===== src/rtl/sfm_pkg.sv =====
// rtl/sfm_pkg.sv - shared types and defaults for the EXPU lane arbiter
// Purpose: FP format enum/width helper, default lane latency and requester count,
//          and the tracker tag type used alongside the EXPU lane stages.
// Ports:   none (package).
package sfm_pkg;

  // Local stand-in for the FP format selector so the slice stays self-contained.
  typedef enum logic [2:0] {
    FP32    = 3'd0,
    FP64    = 3'd1,
    FP16    = 3'd2,
    FP8     = 3'd3,
    FP16ALT = 3'd4
  } fp_format_e;

  function automatic int unsigned fp_width(input fp_format_e fmt);
    case (fmt)
      FP32:    return 32;
      FP64:    return 64;
      FP16:    return 16;
      FP8:     return 8;
      FP16ALT: return 16;
      default: return 16;
    endcase
  endfunction

  localparam int unsigned EXPU_LANE_LATENCY = 2;
  localparam int unsigned EXPU_ARB_NUM_REQ  = 4;
  localparam int unsigned EXPU_ARB_ID_W     = $clog2(EXPU_ARB_NUM_REQ);

  typedef struct packed {
    logic                     vld;
    logic [EXPU_ARB_ID_W-1:0] id;
  } expu_tag_t;

endpackage


===== src/rtl/expu_lane_arbiter_rr_grant.sv =====
// rtl/expu_lane_arbiter_rr_grant.sv - combinational cyclic-priority pick
// Purpose: selects the first asserted request at or after ptr_i (wrapping), only when en_i.
// Ports:   req_i     in  NUM_REQ  request vector
//          ptr_i     in  ID_W     round-robin start index (< NUM_REQ)
//          en_i      in  1        grant enable
//          gnt_o     out NUM_REQ  one-hot grant or zero
//          win_o     out ID_W     index of the granted requester (0 when none)
//          gnt_vld_o out 1        a grant was issued
module expu_rr_grant #(
  parameter int unsigned NUM_REQ = 4,
  parameter int unsigned ID_W    = $clog2(NUM_REQ)
) (
  input  logic [NUM_REQ-1:0] req_i,
  input  logic [ID_W-1:0]    ptr_i,
  input  logic               en_i,
  output logic [NUM_REQ-1:0] gnt_o,
  output logic [ID_W-1:0]    win_o,
  output logic               gnt_vld_o
);

  logic [31:0]     idx;
  logic [ID_W-1:0] sel;
  logic            found;

  always_comb begin
    gnt_o     = '0;
    win_o     = '0;
    found     = 1'b0;
    idx       = '0;
    sel       = '0;
    for (int unsigned i = 0; i < NUM_REQ; i++) begin
      // ptr_i is always < NUM_REQ, so one conditional subtract performs the wrap.
      idx = 32'(ptr_i) + i;
      if (idx >= NUM_REQ) begin
        idx = idx - NUM_REQ;
      end
      sel = idx[ID_W-1:0];
      if (en_i && !found && req_i[sel]) begin
        found      = 1'b1;
        gnt_o[sel] = 1'b1;
        win_o      = sel;
      end
    end
    gnt_vld_o = found;
  end

endmodule


===== src/rtl/expu_lane_arbiter.sv =====
// rtl/expu_lane_arbiter.sv - round-robin sequencer sharing one pipelined EXPU lane
// Purpose: issues at most one operand per cycle into the lane, tracks requester IDs through
//          LATENCY stages, routes results back, and freezes the lane on response backpressure.
// Ports:   clk_i, rst_ni                 clock, async active-low reset
//          req_valid_i/req_ready_o/req_op_i   per-requester operand handshake
//          exp_op_o, exp_en_o, exp_res_i      lane operand, lane stage enable, lane result
//          rsp_valid_o/rsp_ready_i/rsp_res_o  per-requester result handshake (shared data)
//          perf_issued_o, perf_stall_o        only with EXPU_ARB_PERF_EN defined
// Config:  EXPU_ARB_PERF_EN adds saturating grant and stall counters.
module expu_lane_arbiter
  import sfm_pkg::*;
#(
  parameter fp_format_e  FPFORMAT = FP16ALT,
  parameter int unsigned NUM_REQ  = EXPU_ARB_NUM_REQ,
  parameter int unsigned LATENCY  = EXPU_LANE_LATENCY,
  localparam int unsigned WIDTH   = fp_width(FPFORMAT)
) (
  input  logic                            clk_i,
  input  logic                            rst_ni,
  input  logic [NUM_REQ-1:0]              req_valid_i,
  output logic [NUM_REQ-1:0]              req_ready_o,
  input  logic [NUM_REQ-1:0][WIDTH-1:0]   req_op_i,
  output logic [WIDTH-1:0]                exp_op_o,
  output logic                            exp_en_o,
  input  logic [WIDTH-1:0]                exp_res_i,
  output logic [NUM_REQ-1:0]              rsp_valid_o,
  input  logic [NUM_REQ-1:0]              rsp_ready_i,
  output logic [WIDTH-1:0]                rsp_res_o
`ifdef EXPU_ARB_PERF_EN
  ,
  output logic [31:0]                     perf_issued_o,
  output logic [31:0]                     perf_stall_o
`endif
);

  localparam int unsigned ID_W = $clog2(NUM_REQ);

  typedef struct packed {
    logic            vld;
    logic [ID_W-1:0] id;
  } tag_t;

  tag_t [LATENCY-1:0] trk_q, trk_d;
  logic [ID_W-1:0]    ptr_q, ptr_d;

  tag_t            head;
  logic            advance;
  logic            granted;
  logic [ID_W-1:0] win;

  assign head = trk_q[LATENCY-1];

  // Bubbles at the head never hold the lane; only a real result whose owner is busy does.
  assign advance  = !head.vld || rsp_ready_i[head.id];
  assign exp_en_o = advance;

  expu_rr_grant #(
    .NUM_REQ (NUM_REQ),
    .ID_W    (ID_W)
  ) u_rr_grant (
    .req_i     (req_valid_i),
    .ptr_i     (ptr_q),
    .en_i      (advance),
    .gnt_o     (req_ready_o),
    .win_o     (win),
    .gnt_vld_o (granted)
  );

  assign exp_op_o = granted ? req_op_i[win] : '0;

  always_comb begin
    trk_d = trk_q;
    ptr_d = ptr_q;
    if (advance) begin
      trk_d[0].vld = granted;
      trk_d[0].id  = win;
      for (int k = 1; k < int'(LATENCY); k++) begin
        trk_d[k] = trk_q[k-1];
      end
    end
    if (granted) begin
      ptr_d = (win == ID_W'(NUM_REQ - 1)) ? '0 : win + 1'b1;
    end
  end

  always_ff @(posedge clk_i or negedge rst_ni) begin
    if (!rst_ni) begin
      trk_q <= '0;
      ptr_q <= '0;
    end else begin
      trk_q <= trk_d;
      ptr_q <= ptr_d;
    end
  end

  always_comb begin
    rsp_valid_o = '0;
    for (int unsigned i = 0; i < NUM_REQ; i++) begin
      rsp_valid_o[i] = head.vld && (head.id == ID_W'(i));
    end
  end

  assign rsp_res_o = head.vld ? exp_res_i : '0;

`ifdef EXPU_ARB_PERF_EN
  logic [31:0] perf_issued_q, perf_issued_d;
  logic [31:0] perf_stall_q, perf_stall_d;

  always_comb begin
    perf_issued_d = perf_issued_q;
    perf_stall_d  = perf_stall_q;
    if (granted && (perf_issued_q != '1)) begin
      perf_issued_d = perf_issued_q + 32'd1;
    end
    if (!advance && (perf_stall_q != '1)) begin
      perf_stall_d = perf_stall_q + 32'd1;
    end
  end

  always_ff @(posedge clk_i or negedge rst_ni) begin
    if (!rst_ni) begin
      perf_issued_q <= '0;
      perf_stall_q  <= '0;
    end else begin
      perf_issued_q <= perf_issued_d;
      perf_stall_q  <= perf_stall_d;
    end
  end

  assign perf_issued_o = perf_issued_q;
  assign perf_stall_o  = perf_stall_q;
`endif

endmodule


===== config.mk =====
export PLATFORM = sky130hd
export DESIGN_NAME = expu_lane_arbiter
export DESIGN_NICKNAME = d
export VERILOG_FILES = /design/src/rtl/sfm_pkg.sv /design/src/rtl/expu_lane_arbiter_rr_grant.sv /design/src/rtl/expu_lane_arbiter.sv
export SDC_FILE = /design/constraint.sdc
export NUM_CORES = 1
export LEC_CHECK = 0
export ABC_AREA = 1
export CAP_MARGIN = 15
export CORE_MARGIN = 2
export CORE_UTILIZATION = 36
export DETAILED_ROUTE_END_ITERATION = 6
export GPL_TIMING_DRIVEN = 0
export PLACE_DENSITY = 0.87
export SYNTH_ARGS = -nofsm -noshare
export SYNTH_HDL_FRONTEND = slang
export SYNTH_SLANG_ARGS = --single-unit

===== constraint.sdc =====
create_clock -name clk_i -period 2.95 [get_ports clk_i]
set_clock_uncertainty 0.15 [all_clocks]
set_input_delay 0.59 -clock clk_i [delete_from_list [all_inputs] [get_ports clk_i]]
set_output_delay 0.59 -clock clk_i [all_outputs]
set_load 0.01 [all_outputs]

==> results.toml <==
[critical_path]
crit_fanout = 6
criticalPathCategory = "reg2out"
r2r_slack_ps = 560
path_buf_inv = 4
slowest_delay_ps = 410
crit_slowest_cell = "dfrtp_2"
worstSetupEndpointType = "primary output"
cp_common_cell = "nand2_2"
path_depth = 12
rr_worst_depth = 14
critPathArrivalTime_ps = 2370
r2r-end = "ptr_q[1]$_DFFE_PN0P_"
endpoint = "exp_op_o[9]"
r2r_start = "ptr_q[1]$_DFFE_PN0P_"
crit_path_start = "ptr_q[1]$_DFFE_PN0P_"
critPathRequiredTime_ps = 2210
critPathLaunchType = "flop"
crit_chain = "clkinv_4 -> ha_4 -> inv_4 -> nand2_2 -> nand2_2 -> o21ai_4 -> nand4_1 -> nand3_4 -> buf_6 -> nand3_2 -> a21oi_2 -> buf_2"
critPathTopFamily = "simple AND/OR/NAND/NOR gates"

[drt]
ant_nets = 0
wl_met1_um = 2860
met3WireLength_um = 765
wl_per_cell_um = 14.2
highest_layer = "met4"
totalWireLength_um = 8300
drc = 0
dr_wl_met2_um = 4450
routed_via_density = 5.07
vias = 2970
first_iter_violations = 117
dr.pass1.iters = 5

[die]
io_pins = 131
die_h_um = 75.5
die_w_um = 75.5
row_count = 26
core_region_area_um2 = 5010
start_util_pct = 36.7
die_area_um2 = 5700

[clock_tree]
clock_latency_ps = 230
cts_root_buf = "clkbuf_8"
htree_num_levels = 1
clk_pin_slew_ps = 40
numCtsBuffers = 3
cts_max_path_buffers = 2
clock_sinks = 8
cts_tree = "done"

[place]
numPortBuffers = 130
finalWeightedCongestion = 0.838
pre_cts_slack_ps = -894
hpwl_um = 5200

[sta]
fin_crit_ps = 3110
final-setup-viol-count = 16
tightest_slew_ps = 370
fin_crit_sh_pct = 105
timing.slew.headroom_pct = 75.3
rsz0062_at_grt = "yes"
finalMaxSlewViolations = 0
worst_slack_ps = -161
hold_viol_final = 0
max_freq_ghz = 0.321

[status]
violations = "setup timing"
status = "finished with violations"

[yosys]
ys_ff_latch = 8
syn-cell-area_um2 = 1840
seq_area_frac_synth_pct = 10.9
synth.distinct_cells = 25
syn_avg_cell_area_um2 = 5.30
yosys_warnings = 0
synthCells = 347
syn-num-nets = 441

[global_routing]
grt_pass1_vias = 2753
overflow = 0
grt_max_degree = 11
antenna_found_initial = 0
grt.total_usage_pct = 25.5
grt_first_pass_wirelength_um = 11400

[final_layout]
drive_gt1_share_pct = 34.5
area_growth_pct = 115
antenna_cells = 0
fin_nets = 612
nFillCells = 337

[run]
maxCapViolCount = 0

[worst_hold_path]
hp-class = "reg2reg"
## cell families after synthesis
group	synth area share, %
buf+inv	26.0
flops	10.9
simple gates	50.3
fa+ha+maj	2.72
compound gates	10.1
## per-layer routing
layer / GRT usage (%) / vias up
met5: 0 / -
met2: 50.8 / 187
met4: 8.97 / 0
met3: 3.17 / 24
met1: 27.1 / 1339
li1: - / 1420
## worst min path at each step
stage / startpoint / end / slack [ps] / cells after the start
after floorplan: rst_ni / head[0]$_DFFE_PN0P_ / 140 / 0
after global placement: trk_q[2]$_DFFE_PN0P_ / head[2]$_DFFE_PN0P_ / 280 / 2
after detailed placement: trk_q[2]$_DFFE_PN0P_ / head[2]$_DFFE_PN0P_ / 300 / 2
after CTS: trk_q[2]$_DFFE_PN0P_ / head[2]$_DFFE_PN0P_ / 310 / 2
after global routing: trk_q[2]$_DFFE_PN0P_ / head[2]$_DFFE_PN0P_ / 340 / 2
final: trk_q[2]$_DFFE_PN0P_ / head[2]$_DFFE_PN0P_ / 310 / 2
## what timing repair did
action                     4_1_cts  5_1_grt
gates resized for setup        154       63
hold buffers                     0        0
setup endpoints to repair       20       20
pin swaps                       42       37
cloned                           2        1
setup buffers                   27        6
## flip-flops by register name (all words and copies together) (netlist names)
name   flops
trk_q      3
ptr_q      2
head       3
## final cells by class
class | count | area (um^2) | area share (%)
Buffer | 15 | 136 | 3.45
Clock buffer | 3 | 41.3 | 1.04
Inverter | 102 | 395 | 10.0
Multi-Input combinational cell | 222 | 1580 | 40.1
Sequential cell | 8 | 205 | 5.19
Tap cell | 70 | 87.6 | 2.22
Timing Repair Buffer | 166 | 1500 | 38.0
## cell usage after synthesis (all sizes together)
master  number  area, um^2
ha           4        50.1
nand3       95         495
a21oi       21         105
nand3b       1        7.51
o22ai        4        25.0
nor3         5        25.0
clkbuf       1        3.75
dfrtp        8         200
buf         14        91.3
o21ai        9        56.3
nand4        3        31.3
nand2       73         314
nor2         7        51.3
inv        102         383
## layout by cell type, fill, tap and decap left out, types with 10 or more instances in the layout
| cell | Yosys | final |
|---|---|---|
| nand2_1 | 65 | 43 |
| inv_1 | 95 | 90 |
| clkdlybuf4s50_1 | 0 | 102 |
| nand3_1 | 91 | 60 |
| nand3_2 | 4 | 27 |
| buf_4 | 1 | 35 |
| a21oi_2 | 0 | 13 |
| buf_2 | 10 | 17 |
| buf_6 | 3 | 10 |
| nand2_2 | 4 | 22 |
## through the flow
stage / std cells / TNS (ps) / hold WS [ps] / cell area [um^2] / utilization (%)
after floorplan: 347 / 0 / 144 / 1840 / -
after CTS: 579 / -686 / 308 / 3690 / 73.6
final: 586 / -2010 / 306 / 3950 / 78.9
after detailed placement: 547 / -14170 / 299 / 3230 / 64.4
after global routing: 586 / -3260 / 342 / 3950 / 78.9
after global placement: 547 / -13330 / 284 / 3230 / 64.4
## tightest hold or removal path, stage by stage, from the launching register on
cell	delay, ps
dfrtp_1	310
inv_1	50
nand2_1	60
Power is left out: the tool's default activity adds up to more than one toggle a clock period on the data nets, which glitch-free logic cannot reach.
